[src/rtl/pipe_pkg.sv]
// Shared constants and helpers for the pipeline operand-forwarding slice.
package pipe_pkg;
   localparam int unsigned WIDTH_DEF   = 32;
   localparam int unsigned AW_DEF      = 5;
   localparam int unsigned NUM_FWD_DEF = 3;
   localparam int unsigned ZERO_REG    = 0;
   localparam int unsigned REG31       = 31;
   localparam int unsigned SRC_RF      = NUM_FWD_DEF;

   // Width of a source index that can also encode "register file" (value n).
   function automatic int unsigned src_w(input int unsigned n);
      return (n < 1) ? 1 : $clog2(n + 1);
   endfunction
endpackage

[src/rtl/pipe_fwd_operand_if.sv]
// ID-side operand request, forwarding sources and EX-side operand result.
interface pipe_fwd_operand_if
   import pipe_pkg::*;
#(
   parameter int unsigned WIDTH   = WIDTH_DEF,
   parameter int unsigned AW      = AW_DEF,
   parameter int unsigned NUM_FWD = NUM_FWD_DEF,
   parameter int unsigned SW      = src_w(NUM_FWD)
) ();
   logic                     stall;
   logic                     flush;
   logic                     in_valid;
   logic [AW-1:0]            raddr;
   logic [WIDTH-1:0]         rf_data;
   logic [NUM_FWD*AW-1:0]    fwd_addr;
   logic [NUM_FWD-1:0]       fwd_we;
   logic [NUM_FWD-1:0]       fwd_rdy;
   logic [NUM_FWD*WIDTH-1:0] fwd_data;
   logic                     hazard;
   logic                     out_valid;
   logic [WIDTH-1:0]         out_data;
   logic [SW-1:0]            out_src;

   modport master (
      output stall, flush, in_valid, raddr, rf_data, fwd_addr, fwd_we, fwd_rdy, fwd_data,
      input  hazard, out_valid, out_data, out_src
   );
   modport slave (
      input  stall, flush, in_valid, raddr, rf_data, fwd_addr, fwd_we, fwd_rdy, fwd_data,
      output hazard, out_valid, out_data, out_src
   );
endinterface

[src/rtl/fwd_prio_sel.sv]
// Priority forwarding selector: lowest-index matching writer wins over the RF.
module fwd_prio_sel
   import pipe_pkg::*;
#(
   parameter int unsigned WIDTH    = WIDTH_DEF,
   parameter int unsigned AW       = AW_DEF,
   parameter int unsigned NUM_FWD  = NUM_FWD_DEF,
   parameter int unsigned ZERO_REG = pipe_pkg::ZERO_REG,
   parameter int unsigned SW       = src_w(NUM_FWD)
) (
   input  logic [AW-1:0]            raddr_i,
   input  logic [WIDTH-1:0]         rf_data_i,
   input  logic [NUM_FWD*AW-1:0]    fwd_addr_i,
   input  logic [NUM_FWD-1:0]       fwd_we_i,
   input  logic [NUM_FWD-1:0]       fwd_rdy_i,
   input  logic [NUM_FWD*WIDTH-1:0] fwd_data_i,
   output logic                     found_o,
   output logic [SW-1:0]            winner_o,
   output logic                     win_rdy_o,
   output logic [WIDTH-1:0]         resolved_o
);
   logic             is_zero;
   logic [WIDTH-1:0] win_data;

   assign is_zero = (raddr_i == AW'(ZERO_REG));

   // Scan from lowest priority up so the youngest matching stage overrides.
   always_comb begin
      found_o   = 1'b0;
      winner_o  = SW'(NUM_FWD);
      win_rdy_o = 1'b0;
      win_data  = '0;
      for (int i = NUM_FWD - 1; i >= 0; i--) begin
         if (fwd_we_i[i] && (fwd_addr_i[i*AW +: AW] == raddr_i) && !is_zero) begin
            found_o   = 1'b1;
            winner_o  = SW'(i);
            win_rdy_o = fwd_rdy_i[i];
            win_data  = fwd_data_i[i*WIDTH +: WIDTH];
         end
      end
   end

   assign resolved_o = (found_o && win_rdy_o) ? win_data :
                       (is_zero ? '0 : rf_data_i);
endmodule

[src/rtl/pipe_fwd_operand.sv]
// One forwarded source operand registered from ID into EX, with stall-sticky capture.
module pipe_fwd_operand
   import pipe_pkg::*;
#(
   parameter int unsigned WIDTH    = WIDTH_DEF,
   parameter int unsigned AW       = AW_DEF,
   parameter int unsigned NUM_FWD  = NUM_FWD_DEF,
   parameter int unsigned ZERO_REG = pipe_pkg::ZERO_REG
) (
   input  logic               clk,
   input  logic               rst_n,
   pipe_fwd_operand_if.slave  bus
);
   localparam int unsigned   SW     = src_w(NUM_FWD);
   localparam logic [SW-1:0] SRC_RF = SW'(NUM_FWD);

   logic             found, win_rdy, hazard_c, cap_hit;
   logic [SW-1:0]    winner, res_src;
   logic [WIDTH-1:0] resolved;

   logic             cap_valid_q, cap_valid_d;
   logic [WIDTH-1:0] cap_data_q,  cap_data_d;
   logic [AW-1:0]    cap_addr_q,  cap_addr_d;
   logic [SW-1:0]    cap_src_q,   cap_src_d;
   logic             out_valid_q, out_valid_d;
   logic [WIDTH-1:0] out_data_q,  out_data_d;
   logic [SW-1:0]    out_src_q,   out_src_d;

   fwd_prio_sel #(
      .WIDTH(WIDTH), .AW(AW), .NUM_FWD(NUM_FWD), .ZERO_REG(ZERO_REG), .SW(SW)
   ) u_sel (
      .raddr_i    (bus.raddr),
      .rf_data_i  (bus.rf_data),
      .fwd_addr_i (bus.fwd_addr),
      .fwd_we_i   (bus.fwd_we),
      .fwd_rdy_i  (bus.fwd_rdy),
      .fwd_data_i (bus.fwd_data),
      .found_o    (found),
      .winner_o   (winner),
      .win_rdy_o  (win_rdy),
      .resolved_o (resolved)
   );

   assign hazard_c   = bus.in_valid && found && !win_rdy;
   assign res_src    = (found && win_rdy) ? winner : SRC_RF;
   assign cap_hit    = cap_valid_q && (cap_addr_q == bus.raddr);
   assign bus.hazard = hazard_c;

   // A capture whose address no longer matches is treated as absent and refilled.
   always_comb begin
      cap_valid_d = cap_valid_q;
      cap_data_d  = cap_data_q;
      cap_addr_d  = cap_addr_q;
      cap_src_d   = cap_src_q;
      out_valid_d = out_valid_q;
      out_data_d  = out_data_q;
      out_src_d   = out_src_q;

      if (bus.flush || !bus.stall) begin
         cap_valid_d = 1'b0;
      end else if (bus.in_valid && !hazard_c && !cap_hit) begin
         cap_valid_d = 1'b1;
         cap_data_d  = resolved;
         cap_addr_d  = bus.raddr;
         cap_src_d   = res_src;
      end

      if (bus.flush) begin
         out_valid_d = 1'b0;
         out_data_d  = '0;
         out_src_d   = SRC_RF;
      end else if (!bus.stall) begin
         out_valid_d = bus.in_valid && !hazard_c;
         out_data_d  = cap_hit ? cap_data_q : resolved;
         out_src_d   = cap_hit ? cap_src_q  : res_src;
      end
   end

   always_ff @(posedge clk or negedge rst_n) begin
      if (!rst_n) begin
         cap_valid_q <= 1'b0;
         cap_data_q  <= '0;
         cap_addr_q  <= '0;
         cap_src_q   <= SRC_RF;
         out_valid_q <= 1'b0;
         out_data_q  <= '0;
         out_src_q   <= SRC_RF;
      end else begin
         cap_valid_q <= cap_valid_d;
         cap_data_q  <= cap_data_d;
         cap_addr_q  <= cap_addr_d;
         cap_src_q   <= cap_src_d;
         out_valid_q <= out_valid_d;
         out_data_q  <= out_data_d;
         out_src_q   <= out_src_d;
      end
   end

   assign bus.out_valid = out_valid_q;
   assign bus.out_data  = out_data_q;
   assign bus.out_src   = out_src_q;
endmodule

[src/flat_wrapper.sv]
// flat-port wrapper written by rule: the top's interface ports become plain ports
module pipe_fwd_operand_flat import pipe_pkg::*;
#(
   parameter int unsigned WIDTH    = WIDTH_DEF,
   parameter int unsigned AW       = AW_DEF,
   parameter int unsigned NUM_FWD  = NUM_FWD_DEF,
   parameter int unsigned ZERO_REG = pipe_pkg::ZERO_REG
)
  (clk, rst_n, bus_stall, bus_flush, bus_in_valid, bus_raddr, bus_rf_data, bus_fwd_addr, bus_fwd_we, bus_fwd_rdy, bus_fwd_data, bus_hazard, bus_out_valid, bus_out_data, bus_out_src);
  pipe_fwd_operand_if #(.WIDTH(WIDTH), .AW(AW), .NUM_FWD(NUM_FWD)) bus_i ();
  input  logic clk;
  input  logic rst_n;
  input wire logic [$bits(bus_i.stall)-1:0] bus_stall;
  input wire logic [$bits(bus_i.flush)-1:0] bus_flush;
  input wire logic [$bits(bus_i.in_valid)-1:0] bus_in_valid;
  input wire logic [$bits(bus_i.raddr)-1:0] bus_raddr;
  input wire logic [$bits(bus_i.rf_data)-1:0] bus_rf_data;
  input wire logic [$bits(bus_i.fwd_addr)-1:0] bus_fwd_addr;
  input wire logic [$bits(bus_i.fwd_we)-1:0] bus_fwd_we;
  input wire logic [$bits(bus_i.fwd_rdy)-1:0] bus_fwd_rdy;
  input wire logic [$bits(bus_i.fwd_data)-1:0] bus_fwd_data;
  output wire logic [$bits(bus_i.hazard)-1:0] bus_hazard;
  output wire logic [$bits(bus_i.out_valid)-1:0] bus_out_valid;
  output wire logic [$bits(bus_i.out_data)-1:0] bus_out_data;
  output wire logic [$bits(bus_i.out_src)-1:0] bus_out_src;
  assign bus_i.stall = bus_stall;
  assign bus_i.flush = bus_flush;
  assign bus_i.in_valid = bus_in_valid;
  assign bus_i.raddr = bus_raddr;
  assign bus_i.rf_data = bus_rf_data;
  assign bus_i.fwd_addr = bus_fwd_addr;
  assign bus_i.fwd_we = bus_fwd_we;
  assign bus_i.fwd_rdy = bus_fwd_rdy;
  assign bus_i.fwd_data = bus_fwd_data;
  assign bus_hazard = bus_i.hazard;
  assign bus_out_valid = bus_i.out_valid;
  assign bus_out_data = bus_i.out_data;
  assign bus_out_src = bus_i.out_src;
  pipe_fwd_operand #(.WIDTH(WIDTH), .AW(AW), .NUM_FWD(NUM_FWD), .ZERO_REG(ZERO_REG)) u_core (.clk(clk), .rst_n(rst_n), .bus(bus_i));
endmodule
[config.mk]
export PLATFORM = sky130hd
export DESIGN_NAME = pipe_fwd_operand_flat
export DESIGN_NICKNAME = d
export VERILOG_FILES = /design/src/rtl/pipe_pkg.sv /design/src/rtl/pipe_fwd_operand_if.sv /design/src/rtl/fwd_prio_sel.sv /design/src/rtl/pipe_fwd_operand.sv /design/src/flat_wrapper.sv
export SDC_FILE = /design/constraint.sdc
export NUM_CORES = 1
export LEC_CHECK = 0
export CAP_MARGIN = 20
export CORE_UTILIZATION = 40
export CTS_CLUSTER_DIAMETER = 50
export CTS_CLUSTER_SIZE = 25
export DETAILED_ROUTE_END_ITERATION = 16
export PLACE_DENSITY = 0.72
export SLEW_MARGIN = 10
export SYNTH_ARGS = -nofsm -noshare
export SYNTH_HDL_FRONTEND = slang
export SYNTH_SLANG_ARGS = --single-unit
[constraint.sdc]
create_clock -name clk -period 4.02 [get_ports clk]
set_input_delay 0.603 -clock clk [delete_from_list [all_inputs] [get_ports clk]]
set_output_delay 0.603 -clock clk [all_outputs]
set_load 0.03 [all_outputs]
# Word level (Yosys, flattened, before mapping)
# Index checks and enable logic that the tools add are counted.
# W data, S select, Z words.
word_totals:
  word_cells: 59
  register_bits: 75
  in_bits: 159
  output_inout_bits: 36
classes:
  mux: 25
  reduce_logical: 21
  eq_ne: 5
  n_bitwise: 1
op_table:
  columns: ["cell", "count"]
  rows:
  - ["$mux W32", 8]
  - ["$eq A5 B5 Y1", 4]
  - ["$logic_and A1 B1 Y1", 12]
  - ["$mux W2", 6]
  - ["$mux W1", 11]
  - ["$logic_not A1 Y1", 5]
  - ["$logic_not A5 Y1", 1]
  - ["$ne A2 B1 Y1 const B", 1]
  - ["$reduce_and A2 Y1", 1]
  - ["$reduce_bool A2 Y1", 1]
  - ["$logic_or A1 B1 Y1", 1]
  - ["$not A1 Y1", 1]

# Depth between registers and ports, before layout
# Gate-level depths: netlist (run 1).
depth:
  depth_word: 13
  mapped_depth: 11
  ltp_nobuf: 7

# Hierarchy
# Synthesis (run 1) repeated with hierarchy kept, for this count alone.
hier_totals:
  cells_unflattened: 533
  hier_area_um2: 4978.5
modules_own_cells:
  columns: ["mod", "instances", "cells_per_inst", "area_each_um2"]
  rows:
  - ["pipe_fwd_operand", 1, 298, 3458.3]
  - ["fwd_prio_sel", 1, 235, 1520.2]

# Worst setup path after synthesis (run 1)
# OpenSTA, ideal clock, no wires.
synth_path:
  kind: "in2out"
  startpoint: "input bus_raddr[1]"
  endpoint: "output bus_hazard"
  path_slack_ns: 0.838
  stages: 7
  t_arrival_ns: 2.579
  n_path_buf: 2
  path_cell_list: "buf_4 > or4_4 > nor2_4 > o311a_1 > buf_4 > a221oi_4 > nor3b_1"
synth_via:
  elab_chain_cells: 8
synth_lines:
  columns: ["item", "line", "text"]
  rows:
  - ["from (decl)", "flat_wrapper.sv:16", "input wire logic [$bits(bus_i.raddr)-1:0] bus_raddr;"]
  - ["$eq A5 B5 Y1 or $logic_not A5 Y1 (tied branches)", "fwd_prio_sel.sv:34, fwd_prio_sel.sv:25", null]
  - ["$logic_and A1 B1 Y1 or $logic_not A1 Y1 (tied branches)", "fwd_prio_sel.sv:34", "if (fwd_we_i[i] && (fwd_addr_i[i*AW +: AW] == raddr_i) && !is_zero) begin"]
  - ["$logic_and A1 B1 Y1", "fwd_prio_sel.sv:34", null]
  - ["$mux W1 (3 in a row)", "fwd_prio_sel.sv:34", null]
  - ["$logic_and A1 B1 Y1 or $logic_not A1 Y1 (tied branches)", "pipe_fwd_operand.sv:44", "assign hazard_c = bus.in_valid && found && !win_rdy;"]
  - ["$logic_and A1 B1 Y1 *", "pipe_fwd_operand.sv:44", null]
  - ["to (decl)", "flat_wrapper.sv:22", "output wire logic [$bits(bus_i.hazard)-1:0] bus_hazard;"]
# Every way passes the cells marked *; elsewhere a longest branch is shown, timed or not.

# Worst setup path in the final report (run 1)
layout_path:
  startpoint: "input bus_raddr[0]"
  endpoint: "output bus_hazard"
# The elaborated chain is that of the path after synthesis.

==> flow_metrics.tcl, run 1 <==
set metrics [dict create \
    num_rows 38 \
    setup_slack_of_the_most_critical_reg_to_reg_path_ns 1.71 \
    yosys_register_bits 75 \
    worst-r2r-cell-count 6 \
    layout_min_cycle_time_ns 3.695 \
    antenna_left 0 \
    final_cell_mix "clkdlybuf4s50_1, dfrtp_1, a221o_1" \
    synth_top_cell_area_share_pct 38.72 \
    layout_commonest_cell "clkdlybuf4s50_1" \
    maximum_number_of_pins_on_one_net_before_global_route_repair 76 \
    synth_top_flop_cell "dfrtp_1" \
    synth.yosys.seq_area_share_pct 41.01 \
    synth_async_sr_flop_share_pct 100.0 \
    longest_clk_path_bufs 2 \
    synth_area_um2 4588 \
    final_max_slew_viol_count 0 \
    timing_worst_setup_path_type "primary input to output pin" \
    cts_setup_buffers 0 \
    share_of_cells_above_drive_strength_1_pct 13.93 \
    worstMarginPinSlew_ns 0.9523 \
    finalWorstSetupSlack_ns 0.3248 \
    max_clock_freq_ghz 0.2706 \
    drv_cap 0 \
    dpl.hpwl_um 10380 \
    path_clk_slew_ns 0.06 \
    grt_pass1_wl_um 23200 \
    dr.first_iter.drc_count 231 \
    cell_type_with_the_largest_total_area_after_synthesis "dfrtp_1" \
    critical_path.max_fanout 11 \
    result_of_the_run "finished clean" \
    floorplan.core_area_um2 11030 \
    clock_root_cell "clkbuf_16" \
    ys_warn_count 0 \
    first_global_vias 4539 \
    die-width_um 109.1 \
    grt_overflow 0 \
    antenna_violations_before_repair 0 \
    fillCellCount 949 \
    finish.cell_count_without_fillers 743 \
    clock_insertion_delay_worst_skew_ns 0.33 \
    regToRegEndpoint "u_core.bus.out_data[11]" \
    cts.hold.buffers_added 0 \
    synth_enable_flop_cells 0 \
    dpl_worst_slack_ns 0.3195 \
    worst_clock_skew_ns 0.008846 \
    finalCritPeriodShare_pct 91.92 \
    worst_setup_path_start_kind "primary input" \
    drt-vias-per-instance 5.727 \
    post-route-drc-count 0 \
    die_area_um2 11900 \
    power_per_cell_area_nw_per_um2 334.0 \
    netlist_top_cells_area "dfrtp_1, a221o_1, mux2i_1" \
    wl_um 14730 \
    routabilityCongestion 0.7779 \
    nets 758 \
    grt_setup_unrepaired "no" \
    timing.final.setup_violations 0 \
    synthCells 422 \
    power_report.internal_total_mw 1.738 \
    postPlaceCellArea_um2 6618 \
    die_height_um 109.1 \
    worst_ep_arrival_time_ns 3.09 \
    p_leak_nw 2.721 \
    hold_ws_ns 0.4127 \
    path_category_of_the_worst_min_delay_check "primary input to async pin" \
    cts-buffers-inserted 9 \
    worstReg2RegStart "u_core.cap_addr_q[2]" \
    crit_required_ns 3.42 \
    start_util_pct 41.59 \
    i_o_pin_count 195 \
    setup_total_negative_slack_ns 0 \
    buffer_ports.inserted 194 \
    hold_viol_final 0 \
    place.detailed.instances 728 \
    grtUsageTotal_pct 25.30 \
    netlist-cell-type-count 41 \
    final_non_filler_cell_area_um2 6935 \
    cts-htree-levels 3 \
    relative_max_transition_margin_pct 36.51 \
    power.switching_fraction_pct 24.98 \
    total_switching_power_mw 0.5787 \
    route.detailed.wl_per_inst_um 19.83 \
    ir_worst_vdd_uv 209.4 \
    seq_power_share_pct 39.6 \
    first_pass_iters 4 \
    synthToLayoutAreaGrowth_pct 51.16 \
    via_count 4255 \
    cts_tree "built" \
    combinationalPowerShare_pct 23.2 \
    clock_power_share_pct 37.2 \
    cts_num_sinks 75 \
    synth.avg_cell_area_um2 10.87 \
    critPathCaptureType "output pin" \
    postSynthNetCount 581 \
    post_cts_resize_count 0 \
    n_antenna_cell 0 \
]
## per-stage QoR
stage	util [%]	power (mW)
6_report	62.87	2.317
5_1_grt	62.87	2.405
4_1_cts	62.87	2.331
3_5_place_dp	59.99	1.468
3_3_place_gp	59.99	1.447
2_1_floorplan	-	1.191
## worst max path at each step
stage,start,endpoint,slack [ns]
6_report,bus_raddr[0],bus_hazard,0.32
5_1_grt,bus_raddr[0],bus_hazard,0.21
4_1_cts,bus_raddr[0],bus_hazard,0.34
3_5_place_dp,bus_raddr[0],u_core.bus.out_data[1],0.32
3_3_place_gp,bus_raddr[4],u_core.bus.out_data[26],0.42
2_1_floorplan,bus_raddr[1],bus_hazard,0.84
## state kept, by name, summed over array words and instances, names as in the netlist
register	flops
u_core.bus.out_src	2
u_core.bus.out_data	32
u_core.cap_addr_q	5
u_core.bus.out_valid	1
u_core.cap_valid_q	1
u_core.cap_src_q	2
u_core.cap_data_q	32
## synthesized netlist by cell type (2+ instances only)
master	n
clkbuf_1	33
nor4_1	2
dfstp_2	4
o21ai_0	32
nand3_1	2
and2_1	2
nand4_1	2
xor2_1	8
buf_2	5
nor2_1	5
xnor2_1	12
a21oi_1	2
mux2i_1	34
nand2_1	39
dfrtp_1	71
a221o_1	64
nor2b_1	2
mux2_1	9
buf_6	4
buf_4	6
mux2_2	29
nor2_4	3
inv_1	4
nor4b_1	31
## routing by layer
layer / GRT usage, % / share of wire (%) / vias up
met5: 0 / 0 / -
met4: 5.116 / 0.98 / 0
met3: 5.439 / 5.7 / 12
met2: 46.00 / 51 / 133
met1: 30.48 / 42 / 2131
li1: - / - / 1979
## kinds of logic (layout without fill, tap and decap cells)
kind of cell           count (synthesis)  in the layout  synth area share [%]
AND/OR/NAND/NOR                       95             95                 12.71
AO/OA/AOI/OAI                        107            107                 19.85
flip-flops                            75             75                 41.01
XOR/XNOR                              20             20                 3.818
multiplexers                          72             72                 16.74
buffers and inverters                 53            234                 5.863
## power by group through the flow
stage	sequential [mW]	combinational (mW)	clock, mW
global placement	0.921	0.526	0
detailed placement	0.928	0.541	0
CTS	0.916	0.543	0.873
global route	0.929	0.577	0.898
finish	0.917	0.538	0.861
floorplan	0.954	0.238	0
## critical path: stages
cell and delay (ns):
clkdlybuf4s50_1 0.60, xor2_1 0.26, nor4_1 0.33, o311a_1 0.65, a221oi_4 0.13, nor3b_1 0.29
buf_4 0.23
## layout make-up
class	count	area [µm²]	share of cell area, %
inverter	4	15.01	0.2165
timing repair buffer	215	2085	30.06
multi-input combinational	294	2461	35.49
sequential	75	1882	27.13
clock inverter	4	75.07	1.082
tap	140	175.2	2.526
clock buffer	11	242.7	3.500
(Power assumes the default switching activity.)
==> run 2, diff against run 1 <==
--- a/config.mk
+++ b/config.mk
@@ -6,9 +6,10 @@
 export NUM_CORES = 1
 export LEC_CHECK = 0
 export CAP_MARGIN = 20
+export CORE_MARGIN = 4
 export CORE_UTILIZATION = 40
 export CTS_CLUSTER_DIAMETER = 50
-export CTS_CLUSTER_SIZE = 25
+export CTS_CLUSTER_SIZE = 14
 export DETAILED_ROUTE_END_ITERATION = 16
 export PLACE_DENSITY = 0.72
 export SLEW_MARGIN = 10
==> constraint.sdc (replaced) <==
create_clock -name clk -period 3.69 [get_ports clk]
set_input_delay 0.5535 -clock clk [delete_from_list [all_inputs] [get_ports clk]]
set_output_delay 0.5535 -clock clk [all_outputs]
set_load 0.03 [all_outputs]
==> flow_metrics.tcl, run 2 (synthesis results as in run 1) <==
set metrics [dict create \
    die-width_um 115.1 \
    total_switching_power_mw 0.6401 \
    drv_cap 0 \
    power_per_cell_area_nw_per_um2 355.1 \
    antenna_left 0 \
    final_cell_mix "clkdlybuf4s50_1, dfrtp_1, a221o_1" \
    final_max_slew_viol_count 0 \
    synthToLayoutAreaGrowth_pct 51.32 \
    crit_required_ns 3.14 \
    final_util_pct 62.94 \
    longest_clk_path_bufs 2 \
    via_count 4339 \
    worst_ep_arrival_time_ns 2.77 \
    post_cts_resize_count 0 \
    num_rows 38 \
    relative_max_transition_margin_pct 36.18 \
    first_pass_iters 5 \
    wl_um 15480 \
    cts_tree "built" \
    finalWorstSetupSlack_ns 0.3692 \
    clock_root_cell "clkbuf_16" \
    die_height_um 115.1 \
    antenna_violations_before_repair 0 \
    route.detailed.wl_per_inst_um 20.81 \
    layout_commonest_cell "clkdlybuf4s50_1" \
    critical_path.max_fanout 5 \
    grt_overflow 0 \
    final_non_filler_cell_area_um2 6943 \
    cts.hold.buffers_added 0 \
    timing_worst_setup_path_type "primary input to output pin" \
    dpl_worst_slack_ns 0.1944 \
    first_global_vias 4640 \
    p_leak_nw 2.732 \
    dr.first_iter.drc_count 260 \
    power.switching_fraction_pct 25.97 \
    die_area_um2 13250 \
    cts_setup_buffers 0 \
    cts-buffers-inserted 9 \
    finalCritPeriodShare_pct 89.99 \
    worst_setup_path_start_kind "primary input" \
    worst_clock_skew_ns 0.006295 \
    postPlaceCellArea_um2 6650 \
    hold_viol_final 0 \
    hold_ws_ns 0.3543 \
    n_antenna_cell 0 \
    result_of_the_run "finished clean" \
    nets 759 \
    power_report.internal_total_mw 1.825 \
    critical_path.max_stage_delay_ns 0.57 \
    max_clock_freq_ghz 0.3011 \
    grtUsageTotal_pct 23.05 \
    clock_insertion_delay_worst_skew_ns 0.33 \
    cts-htree-levels 3 \
    power.total_mw 2.465 \
    grt_pass1_wl_um 24280 \
    floorplan.core_area_um2 11030 \
    layout_min_cycle_time_ns 3.321 \
    buffer_ports.inserted 194 \
    path_category_of_the_worst_min_delay_check "primary input to async pin" \
    finish.cell_count_without_fillers 744 \
    share_of_cells_above_drive_strength_1_pct 14.24 \
    post-route-drc-count 0 \
    drt-vias-per-instance 5.832 \
    worstMarginPinSlew_ns 0.9573 \
    timing.final.setup_violations 0 \
    grtUsageMet2_pct 40.32 \
    setup_total_negative_slack_ns 0 \
    i_o_pin_count 195 \
    ir_worst_vdd_uv 219.0 \
    grt_setup_unrepaired "no" \
    place.detailed.instances 729 \
    critical_path.slowest_cell "or4_4" \
    routabilityCongestion 0.8244 \
    dpl.hpwl_um 11000 \
    maximum_number_of_pins_on_one_net_before_global_route_repair 76 \
    globalRouteMet3Util_pct 4.947 \
    start_util_pct 41.59 \
    seq_power_share_pct 40.6 \
    combinationalPowerShare_pct 24.0 \
    path_clk_slew_ns 0.06 \
    use_met1_pct 29.53 \
    cts_num_sinks 75 \
    clock_power_share_pct 35.4 \
    critPathCaptureType "output pin" \
    global_route.peak_usage_layer "met2" \
    worstPathCellList "clkdlybuf4s50_1 > or4_4 > nor2_4 > o311a_1 > a221oi_4 > nor3b_1 > buf_4" \
]
==> run 2: changes by cell type in the layout (fill, tap and decap cells not counted), sizes merged <==
cell	before	now
clkbuf	11	10
clkinvlp	2	0
buf	25	26
bufinv	2	1
clkinv	0	4
==> run 2: cell type report <==
type                    count  area, µm²
inverters                   4      15.01
well taps                 140      175.2
multi-input cells         294       2461
repair buffers            216       2117
clock inverters             5      53.80
fillers                   937       4088
flip-flops and latches     75       1882
clock buffers              10      239.0
==> run 2: final timing paths <==
check / cells past startpoint / slack, ns / from / to
max: 7 / 0.37 / bus_raddr[1] / bus_hazard
max in group asynchronous: 1 / 2.69 / rst_n / u_core.bus.out_data[3]
min: 1 / 0.35 / rst_n / u_core.bus.out_data[29]
max reg2reg: 8 / 1.42 / u_core.cap_addr_q[2] / u_core.cap_data_q[17]
min reg2reg: 1 / 0.49 / u_core.cap_data_q[20] / u_core.cap_data_q[20]
min in group clk: 1 / 0.49 / u_core.cap_data_q[20] / u_core.cap_data_q[20]
==> run 2: layer usage <==
layer  up-vias  routed length (µm)
li1       1982                   -
met1      2150                6159
met2       185                7996
met3        22                1090
met4         0                 238
met5         -                   0
==> run 2: critical path: cells and delay by family <==
| kind | cells | cell delay [ns] |
|---|---|---|
| buffers and inverters | 2 | 0.66 |
| AND/OR/NAND/NOR | 3 | 1.00 |
| AO/OA/AOI/OAI | 2 | 0.53 |
==> run 2: power by group through the flow <==
stage	Combinational [mW]	Clock [mW]	Sequential, mW
floorplan	0.259	0	1.04
global placement	0.579	0	1.00
detailed placement	0.593	0	1.01
CTS	0.596	0.884	0.998
global route	0.634	0.925	1.01
finish	0.591	0.874	1.00
